`config.mk`:
```
export PLATFORM = sky130hd
export DESIGN_NAME = uart_tx
export DESIGN_NICKNAME = d
export VERILOG_FILES = /design/src/rtl/uart_pkg.sv /design/src/rtl/uart_baud_cnt.sv /design/src/rtl/uart_tx.sv
export SDC_FILE = /design/constraint.sdc
export NUM_CORES = 1
export LEC_CHECK = 0
export CAP_MARGIN = 15
export CORE_MARGIN = 8
export CORE_UTILIZATION = 60
export CTS_CLUSTER_DIAMETER = 30
export DETAILED_ROUTE_END_ITERATION = 7
export GPL_TIMING_DRIVEN = 0
export PLACE_DENSITY = 0.87
export SLEW_MARGIN = 30
export SYNTH_ARGS = -nofsm -noshare
export SYNTH_HDL_FRONTEND = slang
export SYNTH_SLANG_ARGS = --single-unit
export TNS_END_PERCENT = 30
```
`constraint.sdc`:
```
create_clock -name clk -period 4.6 [get_ports clk]
set_input_delay 0.92 -clock clk [delete_from_list [all_inputs] [get_ports clk]]
set_output_delay 0.92 -clock clk [all_outputs]
set_load 0.005 [all_outputs]
```
`src/rtl/uart_pkg.sv`:
```
// uart_pkg: definitions shared by the UART transmitter and receiver.
//   uart_tx_state_t : transmitter FSM states
//   UART_DATA_W     : payload bits per frame
//   START_LVL       : line level of the start bit
//   IDLE_LVL        : line level when idle and during stop bits
package uart_pkg;

   typedef enum logic [1:0] {
      IDLE  = 2'd0,
      START = 2'd1,
      DATA  = 2'd2,
      STOP  = 2'd3
   } uart_tx_state_t;

   localparam int   UART_DATA_W = 8;
   localparam logic START_LVL   = 1'b0;
   localparam logic IDLE_LVL    = 1'b1;

endpackage

```
`src/rtl/uart_baud_cnt.sv`:
```
// uart_baud_cnt: bit-period timer for the UART.
//   clk      in  system clock, rising edge
//   rst      in  asynchronous active-high reset
//   clear    in  restart the bit period at 0 on the next edge
//   bit_done out high during the last clock of a bit period
// The counter counts 0..CLKS_PER_BIT-1 and wraps by itself, so consecutive
// bits in the same state need no clear.  At CLKS_PER_BIT=1 it stays at 0 and
// bit_done is permanently high.
module uart_baud_cnt #(
   parameter int CLKS_PER_BIT = 1
) (
   input  logic clk,
   input  logic rst,
   input  logic clear,
   output logic bit_done
);

   localparam int            CW   = (CLKS_PER_BIT > 1) ? $clog2(CLKS_PER_BIT) : 1;
   localparam logic [CW-1:0] LAST = CW'(CLKS_PER_BIT - 1);

   logic [CW-1:0] cnt_r;

   assign bit_done = (cnt_r == LAST);

   // Bit-period counter: restart on clear or at the end of each period.
   always_ff @(posedge clk or posedge rst) begin
      if (rst) begin
         cnt_r <= '0;
      end else if (clear || bit_done) begin
         cnt_r <= '0;
      end else begin
         cnt_r <= cnt_r + CW'(1);
      end
   end

endmodule

```
`src/rtl/uart_tx.sv`:
```
// uart_tx: byte-to-UART-frame serialiser with a one-entry holding register.
// Frame: start bit 0, 8 data bits MSB first, STOP_BITS stop bits at 1.
//   clk      in   system clock, rising edge
//   rst      in   asynchronous active-high reset
//   in_valid in   byte offered on in_data
//   in_data  in   byte to transmit
//   in_ready out  holding register empty (registered)
//   tx       out  serial line (registered, idles high)
//   busy     out  frame in flight or holding register full (registered)
module uart_tx
   import uart_pkg::*;
#(
   parameter int CLKS_PER_BIT = 1,
   parameter int STOP_BITS    = 2
) (
   input  logic                   clk,
   input  logic                   rst,
   input  logic                   in_valid,
   input  logic [UART_DATA_W-1:0] in_data,
   output logic                   in_ready,
   output logic                   tx,
   output logic                   busy
);

   localparam logic [1:0] STOP_LAST = 2'(STOP_BITS - 1);

   uart_tx_state_t         state_r, state_next_s;
   logic [UART_DATA_W-1:0] hold_r, shift_r;
   logic                   hold_full_r, hold_full_next_s;
   logic                   in_ready_r, busy_r, tx_r, tx_next_s;
   logic [2:0]             bit_idx_r, bit_idx_next_s;
   logic [1:0]             stop_cnt_r, stop_cnt_next_s;
   logic                   load_s, shift_s, xfer_s, bit_done_s, clear_s;

   assign in_ready = in_ready_r;
   assign tx       = tx_r;
   assign busy     = busy_r;

   assign xfer_s  = in_valid && in_ready_r;
   // Every state change restarts the bit period.
   assign clear_s = (state_next_s != state_r);

   uart_baud_cnt #(
      .CLKS_PER_BIT(CLKS_PER_BIT)
   ) u_baud (
      .clk      (clk),
      .rst      (rst),
      .clear    (clear_s),
      .bit_done (bit_done_s)
   );

   // Next-state, next-tx and shifter control for the frame sequencer.
   always_comb begin
      state_next_s    = state_r;
      tx_next_s       = tx_r;
      load_s          = 1'b0;
      shift_s         = 1'b0;
      bit_idx_next_s  = bit_idx_r;
      stop_cnt_next_s = stop_cnt_r;
      case (state_r)
         IDLE: begin
            if (hold_full_r) begin
               load_s       = 1'b1;
               state_next_s = START;
               tx_next_s    = START_LVL;
            end else begin
               tx_next_s    = IDLE_LVL;
            end
         end
         START: begin
            if (bit_done_s) begin
               state_next_s   = DATA;
               tx_next_s      = shift_r[UART_DATA_W-1];
               bit_idx_next_s = 3'd0;
            end else begin
               tx_next_s      = START_LVL;
            end
         end
         DATA: begin
            if (bit_done_s && (bit_idx_r == 3'd7)) begin
               state_next_s    = STOP;
               tx_next_s       = IDLE_LVL;
               stop_cnt_next_s = 2'd0;
            end else if (bit_done_s) begin
               // The next MSB is shifter[6] before this edge's shift.
               shift_s        = 1'b1;
               tx_next_s      = shift_r[UART_DATA_W-2];
               bit_idx_next_s = bit_idx_r + 3'd1;
            end else begin
               tx_next_s      = tx_r;
            end
         end
         STOP: begin
            if (bit_done_s && (stop_cnt_r == STOP_LAST)) begin
               if (hold_full_r) begin
                  // Gap-free back-to-back frame.
                  load_s       = 1'b1;
                  state_next_s = START;
                  tx_next_s    = START_LVL;
               end else begin
                  state_next_s = IDLE;
                  tx_next_s    = IDLE_LVL;
               end
            end else if (bit_done_s) begin
               stop_cnt_next_s = stop_cnt_r + 2'd1;
               tx_next_s       = IDLE_LVL;
            end else begin
               tx_next_s       = IDLE_LVL;
            end
         end
         default: begin
            state_next_s = IDLE;
            tx_next_s    = IDLE_LVL;
         end
      endcase
   end

   // Holding-register occupancy: a new transfer wins over the load that empties it.
   always_comb begin
      if (xfer_s) begin
         hold_full_next_s = 1'b1;
      end else if (load_s) begin
         hold_full_next_s = 1'b0;
      end else begin
         hold_full_next_s = hold_full_r;
      end
   end

   // State, counters, shifter, holding register and registered outputs.
   always_ff @(posedge clk or posedge rst) begin
      if (rst) begin
         state_r     <= IDLE;
         tx_r        <= IDLE_LVL;
         hold_r      <= '0;
         hold_full_r <= 1'b0;
         shift_r     <= '0;
         bit_idx_r   <= 3'd0;
         stop_cnt_r  <= 2'd0;
         in_ready_r  <= 1'b1;
         busy_r      <= 1'b0;
      end else begin
         state_r     <= state_next_s;
         tx_r        <= tx_next_s;
         hold_full_r <= hold_full_next_s;
         bit_idx_r   <= bit_idx_next_s;
         stop_cnt_r  <= stop_cnt_next_s;
         in_ready_r  <= ~hold_full_next_s;
         busy_r      <= (state_next_s != IDLE) || hold_full_next_s;
         if (xfer_s) begin
            hold_r <= in_data;
         end else begin
            hold_r <= hold_r;
         end
         if (load_s) begin
            shift_r <= hold_r;
         end else if (shift_s) begin
            shift_r <= {shift_r[UART_DATA_W-2:0], 1'b0};
         end else begin
            shift_r <= shift_r;
         end
      end
   end

endmodule

```
# Word level (Yosys, flattened, before mapping)
# Cells that the tools add are included.
# word_totals
romBits,0
in_bits,11
out_inout_bits,3
latchBits,0
ramBits,0
reg_bits,28
word_cells,71
n_memories,0
# classes
addsub,3
magnitude_cmp,0
n_eq_ne,13
multipliers,0
bitwise_logic,2
mux,31
shifts,0
reduce_logical,12
div_mod_pow,0
# ops
operator,count
8-bit 2-to-1 mux,2
1-bit 2-to-1 mux,14
2-bit 2-to-1 mux,7
2-bit inequality test (second input constant),6
3-bit 2-to-1 mux,3
2-bit case mux with 4 select lines,1
4-bit AND reduction,2
2-bit nonzero test,4
3-bit case mux with 2 select lines,1
2-bit by 1-bit == test with 1-bit output (second input constant),2
2-bit == test (second input constant),2
1-bit case mux with 4 select lines,1
2-bit case mux with 2 select lines,1
3-bit by 1-bit adder with 3-bit output (second input constant),1
3-bit == test (second input constant),1
1-bit logical AND,3
3-bit inequality test (second input constant),1
2-bit by 1-bit adder with 2-bit output (second input constant),1
2-bit logical NOT,1
1-bit logical OR,2
2-bit inequality test,1
1-bit NOT,2
1-bit case mux with 2 select lines,1
1-bit adder (second input constant),1

# Logic depth before layout (Yosys ltp)
# Gate-level depths: netlist of the first run.
# logic_depth
word_depth,7
depth_mapped,8
depth_no_buf,6

# Cells and area by module
# A second synthesis of the first run with hierarchy kept.
# hier_totals
hier_cells,133
hier_area_um2,1447.6
# modules_own_cells
module,n_inst,seq_area_each_um2,cells_each,area_per_inst_um2
uart_tx,1,678.2,129,1411.4
uart_baud_cnt,1,25.0,4,36.3

# Least setup slack after synthesis of the first run
# No wires, ideal clock.
# synth_path
kind,flip-flop to flip-flop
startpoint,register bit_idx_r[0]
endpoint,register shift_r[1]
setup_time_ns,0.123
slack_ns,2.968
t_required_ns,4.477
t_arrival_ns,1.510
n_path_buf,1
stages_incl_launch_ff,8
period_less_slack_ns,1.632
path_cell_list,dfrtp_1 ha_1 ha_1 nor2_4 and2_1 buf_4 mux2i_1 a21oi_1
# synth_via
elab_chain_len,5
# synth_rtl
item,line,source
"start, declared",uart_tx.sv:31,"logic [2:0] bit_idx_r, bit_idx_next_s;"
"start signal, assigned",uart_tx.sv:145,bit_idx_r <= bit_idx_next_s;
3-bit == test,uart_tx.sv:80,if (bit_done_s && (bit_idx_r == 3'd7)) begin
1-bit logical AND,uart_tx.sv:80,
1-bit 2-to-1 mux,uart_tx.sv:80,
1-bit 2-to-1 mux,uart_tx.sv:60,case (state_r)
2-bit nonzero test (no line),--,
"end signal, assigned",uart_tx.sv:155,shift_r <= hold_r;
"end signal, assigned",uart_tx.sv:157,"shift_r <= {shift_r[UART_DATA_W-2:0], 1'b0};"
"end signal, assigned",uart_tx.sv:159,shift_r <= shift_r;
"end, declared",uart_tx.sv:28,"logic [UART_DATA_W-1:0] hold_r, shift_r;"
# Every way passes these cells.
# A chain may end at the register's enable or synchronous reset.

# Worst setup path after layout of the first run
# layout_path
startpoint,register in_ready_r (netlist: in_ready)
endpoint,output port in_ready
# layout_rtl
item,line,source
"start, declared",uart_tx.sv:30,"logic in_ready_r, busy_r, tx_r, tx_next_s;"
"start signal, assigned",uart_tx.sv:147,in_ready_r <= ~hold_full_next_s;
"end, declared",uart_tx.sv:20,"output logic in_ready,"
# No word-level cell between the ends.

==> flow_metrics.py, run 1 <==
metrics = {
    "worst_setup_path": {
        "cpPeakStageDelay_ns": 0.57,
        "cp.arrival_ns": 1.40,
        "critPathSlowestCell": "dfstp_2",
        "cp_cell_sequence": "clkdlybuf4s50_1",
        "r2r-end": "shift_r[7]",
        "r2r-start": "bit_idx_r[0]",
        "cp-end-kind": "primary output",
        "critPathTopFamily": "flip-flops",
        "r2r_slack_ns": 2.76,
        "path_depth": 1,
        "cp_max_fo": 3,
        "rr_worst_depth": 7,
        "required_ns": 3.68,
        "worst-setup-path-type": "register to primary output",
        "critPathBufInv": 1,
        "start_kind": "register",
    },
    "die": {
        "die_area_um2": 4315,
        "core_area_um2": 2410,
        "die_h_um": 65.69,
        "start_util": 0.6147,
        "rows": 18,
        "num_io_pins": 14,
        "die_w_um": 65.69,
    },
    "cts": {
        "cts_max_level": 1,
        "clock-sinks": 28,
        "cts_hold_buf": 0,
        "path_clk_slew_ns": 0.16,
        "tritoncts": "built",
        "root_buffer": "clkbuf_4",
        "cts_setup_buffers": 0,
        "cts_resized": 0,
        "ctsLongestPathBuffers": 2,
        "cts_buffers": 3,
        "clk_latency_ns": 0.33,
    },
    "timing": {
        "setup_viol_count_final": 0,
        "drv_slew": 0,
        "min_period_ns": 2.318,
        "fin_skew_ns": 0.007070,
        "worst_slack_ns": 2.282,
        "final-hold-violation-count": 0,
        "rsz0062_at_grt": "no",
        "hold_ws_ns": 0.5300,
        "fin_crit_sh": 0.5038,
        "fmax_mhz": 431.5,
        "relSlewSlack": 0.6131,
        "tightest_slew_ns": 0.5795,
        "finalSetupTns_ns": 0,
    },
    "power": {
        "switching_share": 0.3642,
        "p_per_area_nw_per_um2": 636.6,
        "clockPowerShare": 0.152,
        "leakagePower_nw": 0.7432,
        "power.internal_w": 0.0006887,
        "irDropWorstVdd_mv": 0.4108,
        "seqPwrFrac": 0.414,
        "p_switching_w": 0.0003946,
        "p_comb_frac": 0.434,
    },
    "drt": {
        "num_vias": 1070,
        "drt_iter0_drc": 24,
        "dr.pass1.iters": 4,
        "route.detailed.drc": 0,
        "routed_via_density": 5.944,
        "postRouteWirelength_mm": 2.935,
        "wl_per_cell_um": 16.31,
        "ant_nets": 0,
    },
    "synthesis": {
        "ys_seq_elements": 28,
        "synth_top_area_cell": "dfrtp_1",
        "synth_warnings": 0,
        "ys.flop_type": "dfrtp_1",
        "synth.area.top_cells": "dfrtp_1 44%, mux2_2 6.8%, ha_1 6.8%, mux2i_1 4.7%, a22o_1 4.1%",
        "synth_nets": 152,
        "synth_edf_count": 0,
        "synthesis.area_um2": 1481,
        "avgSynthCellArea_um2": 11.14,
        "synth_cell_type_count": 41,
        "netlist_instances": 133,
        "async_flop_share": 1.000,
        "synth_top_area_share": 0.4392,
        "yosysSeqAreaShare": 0.4747,
    },
    "grt": {
        "grt.total_usage": 0.1457,
        "grt_max_degree": 29,
        "grt.overflow.total": 0,
        "grt_first_pass_wirelength_mm": 5.064,
        "grt_antenna_before_repair": 0,
        "grt_pass1_vias": 1168,
    },
    "place": {
        "hpwl_mm": 2.110,
        "gp_congestion": 0.8154,
        "post-place-ws_ns": 2.434,
        "portBuffers": 13,
    },
    "cells_and_area": {
        "antennaDiodeCount": 0,
        "area_growth_pct": 14.86,
        "drive_gt1_frac": 0.1800,
        "final_util": 0.7061,
        "fillers": 163,
        "finalNetCount": 170,
    },
    "outcome": {
        "outcome": "completed",
    },
    "min_path": {
        "hold_end": "stop_cnt_r[1]",
        "min_from": "stop_cnt_r[1]",
        "holdPathStages": 1,
        "hp-class": "register to register",
    },
    "job": {
        "maxCapViolations": 0,
    },
}
## cell usage after synthesis (all sizes together), types with 2 or more instances
| master | instances |
|---|---|
| dfrtp | 26 |
| a21oi | 10 |
| inv | 9 |
| mux2 | 9 |
| nor2 | 9 |
| ha | 8 |
| a22o | 7 |
| mux2i | 7 |
| nand2 | 7 |
| buf | 6 |
| o21ai | 6 |
| and2 | 2 |
| dfstp | 2 |
| nand2b | 2 |
| nor2b | 2 |
| o211ai | 2 |
| o21bai | 2 |
## kinds of logic after synthesis
group                    after synthesis  synth area share
buffers and inverters                 15           0.05743
flip-flops                            28            0.4747
AND/OR/NAND/NOR                       28            0.1005
adder cells (fa/ha/maj)                8           0.06757
other                                  1          0.002531
AO/OA/AOI/OAI                         37            0.1816
multiplexers                          16            0.1157
## flip-flops by register name, indices dropped and copies added (netlist names), 2 cells and up
register	cells
hold_r	8
state_r	2
shift_r	8
bit_idx_r	3
stop_cnt_r	2
## through the flow
stage                      power, W  instance area [um^2]  std cells
after floorplan           0.0007875                  1481        133
after global placement    0.0008753                  1649        176
after detailed placement  0.0009175                  1649        176
after CTS                  0.001080                  1702        180
after global routing       0.001158                  1702        180
final                      0.001083                  1702        180
## worst max path at each step
stage / slack [ns] / endpoint / startpoint
4_1_cts: 2.27 / in_ready / in_ready
5_1_grt: 2.23 / in_ready / in_ready
2_1_floorplan: 2.97 / shift_r[1] / bit_idx_r[0]
3_3_place_gp: 2.45 / u_baud.cnt_r / rst
6_report: 2.28 / in_ready / in_ready
3_5_place_dp: 2.43 / hold_r[6] / in_valid
## placed cells by master, fill, tap and decap left out, types with 7 or more instances in the layout
master	n
dfrtp_1	26
clkdlybuf4s50_1	13
a21oi_1	9
mux2_2	9
nor2_1	8
ha_1	8
inv_1	7
mux2i_1	7
a22o_1	7
nand2_1	7
## metal layers
| layer | wire (um) | global-route usage | part of all wire |
|---|---|---|---|
| met3 | 151 | 0.04762 | 0.051 |
| met1 | 1313 | 0.1680 | 0.45 |
| met4 | 25 | 0.05995 | 0.0085 |
| met5 | 0 | 0 | 0 |
| met2 | 1444 | 0.2424 | 0.49 |
## power groups by stage
stage | logic [W] | clock network [W] | registers (W)
final | 0.000470 | 0.000165 | 0.000448
after global routing | 0.000521 | 0.000174 | 0.000464
after CTS | 0.000470 | 0.000163 | 0.000447
after detailed placement | 0.000467 | 0 | 0.000451
after global placement | 0.000433 | 0 | 0.000442
after floorplan | 0.000358 | 0 | 0.000429
## final cells by class
type / instances / area (um^2) / share of cell area
clock buffers: 3 / 22.52 / 0.01324
inverters: 9 / 33.78 / 0.01985
flip-flops and latches: 28 / 703.2 / 0.4132
repair buffers: 13 / 130.1 / 0.07647
plain buffers: 6 / 51.30 / 0.03015
well taps: 30 / 37.54 / 0.02206
multi-input cells: 90 / 693.2 / 0.4074
clock inverters: 1 / 30.03 / 0.01765
Note: power is estimated with default switching activity, not from simulation.
==> run 2, diff against run 1 <==
Settings changed: CORE_UTILIZATION 60 to 50, PLACE_DENSITY 0.87 to 0.78.
Clock period 4.6 ns to 2.1 ns, I/O delays scaled along.
==> flow_metrics.py, run 2 (synthesized netlist as in run 1, its figures left out) <==
metrics = {
    "outcome": {
        "outcome": "completed",
    },
    "cts": {
        "cts_setup_buffers": 0,
        "tritoncts": "built",
        "cts_max_level": 1,
        "clk_latency_ns": 0.34,
        "ctsLongestPathBuffers": 2,
        "clock-sinks": 28,
        "cts_buffers": 3,
        "root_buffer": "clkbuf_4",
        "cts_resized": 0,
        "path_clk_slew_ns": 0.16,
        "cts_hold_buf": 0,
    },
    "grt": {
        "grt_first_pass_wirelength_mm": 5.016,
        "grt_max_degree": 29,
        "grt_antenna_before_repair": 0,
        "grt.overflow.total": 0,
        "grt_pass1_vias": 1091,
        "grt.total_usage": 0.1231,
    },
    "worst_setup_path": {
        "start_kind": "register",
        "worst-setup-path-type": "register to register",
        "cp_max_fo": 8,
        "cp.arrival_ns": 2.08,
        "cp-end-kind": "register",
        "required_ns": 2.34,
    },
    "cells_and_area": {
        "final_common_cell": "dfrtp_1",
        "finalNetCount": 170,
        "drive_gt1_frac": 0.1800,
        "antennaDiodeCount": 0,
        "top_regs": "hold_r: 8 flops, shift_r: 8 flops, bit_idx_r: 3 flops",
        "area_growth_pct": 14.95,
        "most-common-layout-cells": "26 x dfrtp_1, 13 x clkdlybuf4s50_1, 9 x a21oi_1, 9 x mux2_2",
        "multiInputGateArea_um2": 693.2,
        "layout.cells.non_filler": 181,
        "fillers": 224,
        "register_area_um2": 703.2,
    },
    "drt": {
        "maxUsedRoutingLayer": "met4",
        "wl_met2_mm": 1.417,
        "wl_met3_um": 112,
        "postRouteWirelength_mm": 2.910,
        "route.detailed.drc": 0,
        "wl_met1_mm": 1.310,
        "drt_iter0_drc": 42,
        "dr.pass1.iters": 4,
        "num_vias": 1048,
        "ant_nets": 0,
        "routed_via_density": 5.790,
        "wl_per_cell_um": 16.08,
    },
    "die": {
        "die_area_um2": 4960,
        "num_io_pins": 14,
        "start_util": 0.5326,
        "die_w_um": 70.43,
        "die_h_um": 70.43,
        "rows": 19,
        "core_area_um2": 2781,
    },
    "timing": {
        "relSlewSlack": 0.6183,
        "tightest_slew_ns": 0.5717,
        "fin_crit_sh": 0.8752,
        "rsz0062_at_grt": "no",
        "min_period_ns": 1.838,
        "drv_slew": 0,
        "finalSetupTns_ns": 0,
        "fin_skew_ns": 0.005503,
        "setup_viol_count_final": 0,
        "final-hold-violation-count": 0,
        "fmax_mhz": 544.1,
    },
    "place": {
        "place_inst": 177,
        "hpwl_mm": 2.108,
        "portBuffers": 13,
        "gp_congestion": 0.8408,
    },
    "power": {
        "irDropWorstVdd_mv": 0.9974,
        "leakagePower_nw": 0.7432,
        "p_per_area_nw_per_um2": 1382,
    },
    "min_path": {
        "hp-class": "primary input to asynchronous set/reset pin",
    },
    "job": {
        "maxCapViolations": 0,
    },
}
## run 2: cell counts in the layout (fill, tap and decap cells not counted)
Identical to the previous run, type by type.
## run 2: through the flow
stage / total power (W) / util / setup WS (ns) / area (um^2) / hold WS (ns)
floorplan: 0.001725 / - / 0.4678 / 1481 / 0.4658
global placement: 0.001923 / 0.5933 / 0.3449 / 1650 / 0.4735
detailed placement: 0.002000 / 0.5933 / 0.2593 / 1650 / 0.4807
CTS: 0.002371 / 0.6122 / 0.2413 / 1703 / 0.4575
global route: 0.002532 / 0.6122 / 0.1371 / 1703 / 0.4834
finish: 0.002354 / 0.6122 / 0.2620 / 1703 / 0.4314
## run 2: worst paths after layout
path                          startpoint             to  slack [ns]  cells after the start
max                         bit_idx_r[0]     shift_r[5]        0.26                      7
min                                  rst   bit_idx_r[1]        0.43                      2
max reg2reg                 bit_idx_r[0]     shift_r[5]        0.26                      7
min reg2reg                stop_cnt_r[1]  stop_cnt_r[1]        0.51                      1
max in group asynchronous            rst       in_ready        1.29                      2
min in group clk           stop_cnt_r[1]  stop_cnt_r[1]        0.51                      1
## run 2: worst max-delay path, cell delays in order, from the launching register on
cell and delay [ns]:
dfrtp_1 0.43, ha_1 0.21, ha_1 0.31, nor2_4 0.18, and2_1 0.13, buf_4 0.17, mux2i_1 0.22, a21oi_1 0.09
## run 2: routing by layer
layer | global-route usage | up-vias
li1 | - | 509
met5 | 0 | -
met2 | 0.2042 | 18
met1 | 0.1457 | 514
met4 | 0.05580 | 0
met3 | 0.02966 | 7
## run 2: layout make-up
type,instances,area share
inverters,9,0.01984
multi-input cells,90,0.4071
clock inverters,1,0.01763
well taps,31,0.02278
repair buffers,13,0.07641
clock buffers,3,0.01323
plain buffers,6,0.03012
flip-flops and latches,28,0.4129
## run 2: power by group
part / internal [W] / leakage [nW] / switching [W] / total (W)
combinational: 0.000512 / 0.385 / 0.000504 / 0.00102
clock: 0.000193 / 0.0279 / 0.000168 / 0.000362
sequential: 0.000802 / 0.330 / 0.000174 / 0.000976
total: 0.00151 / 0.743 / 0.000846 / 0.00235
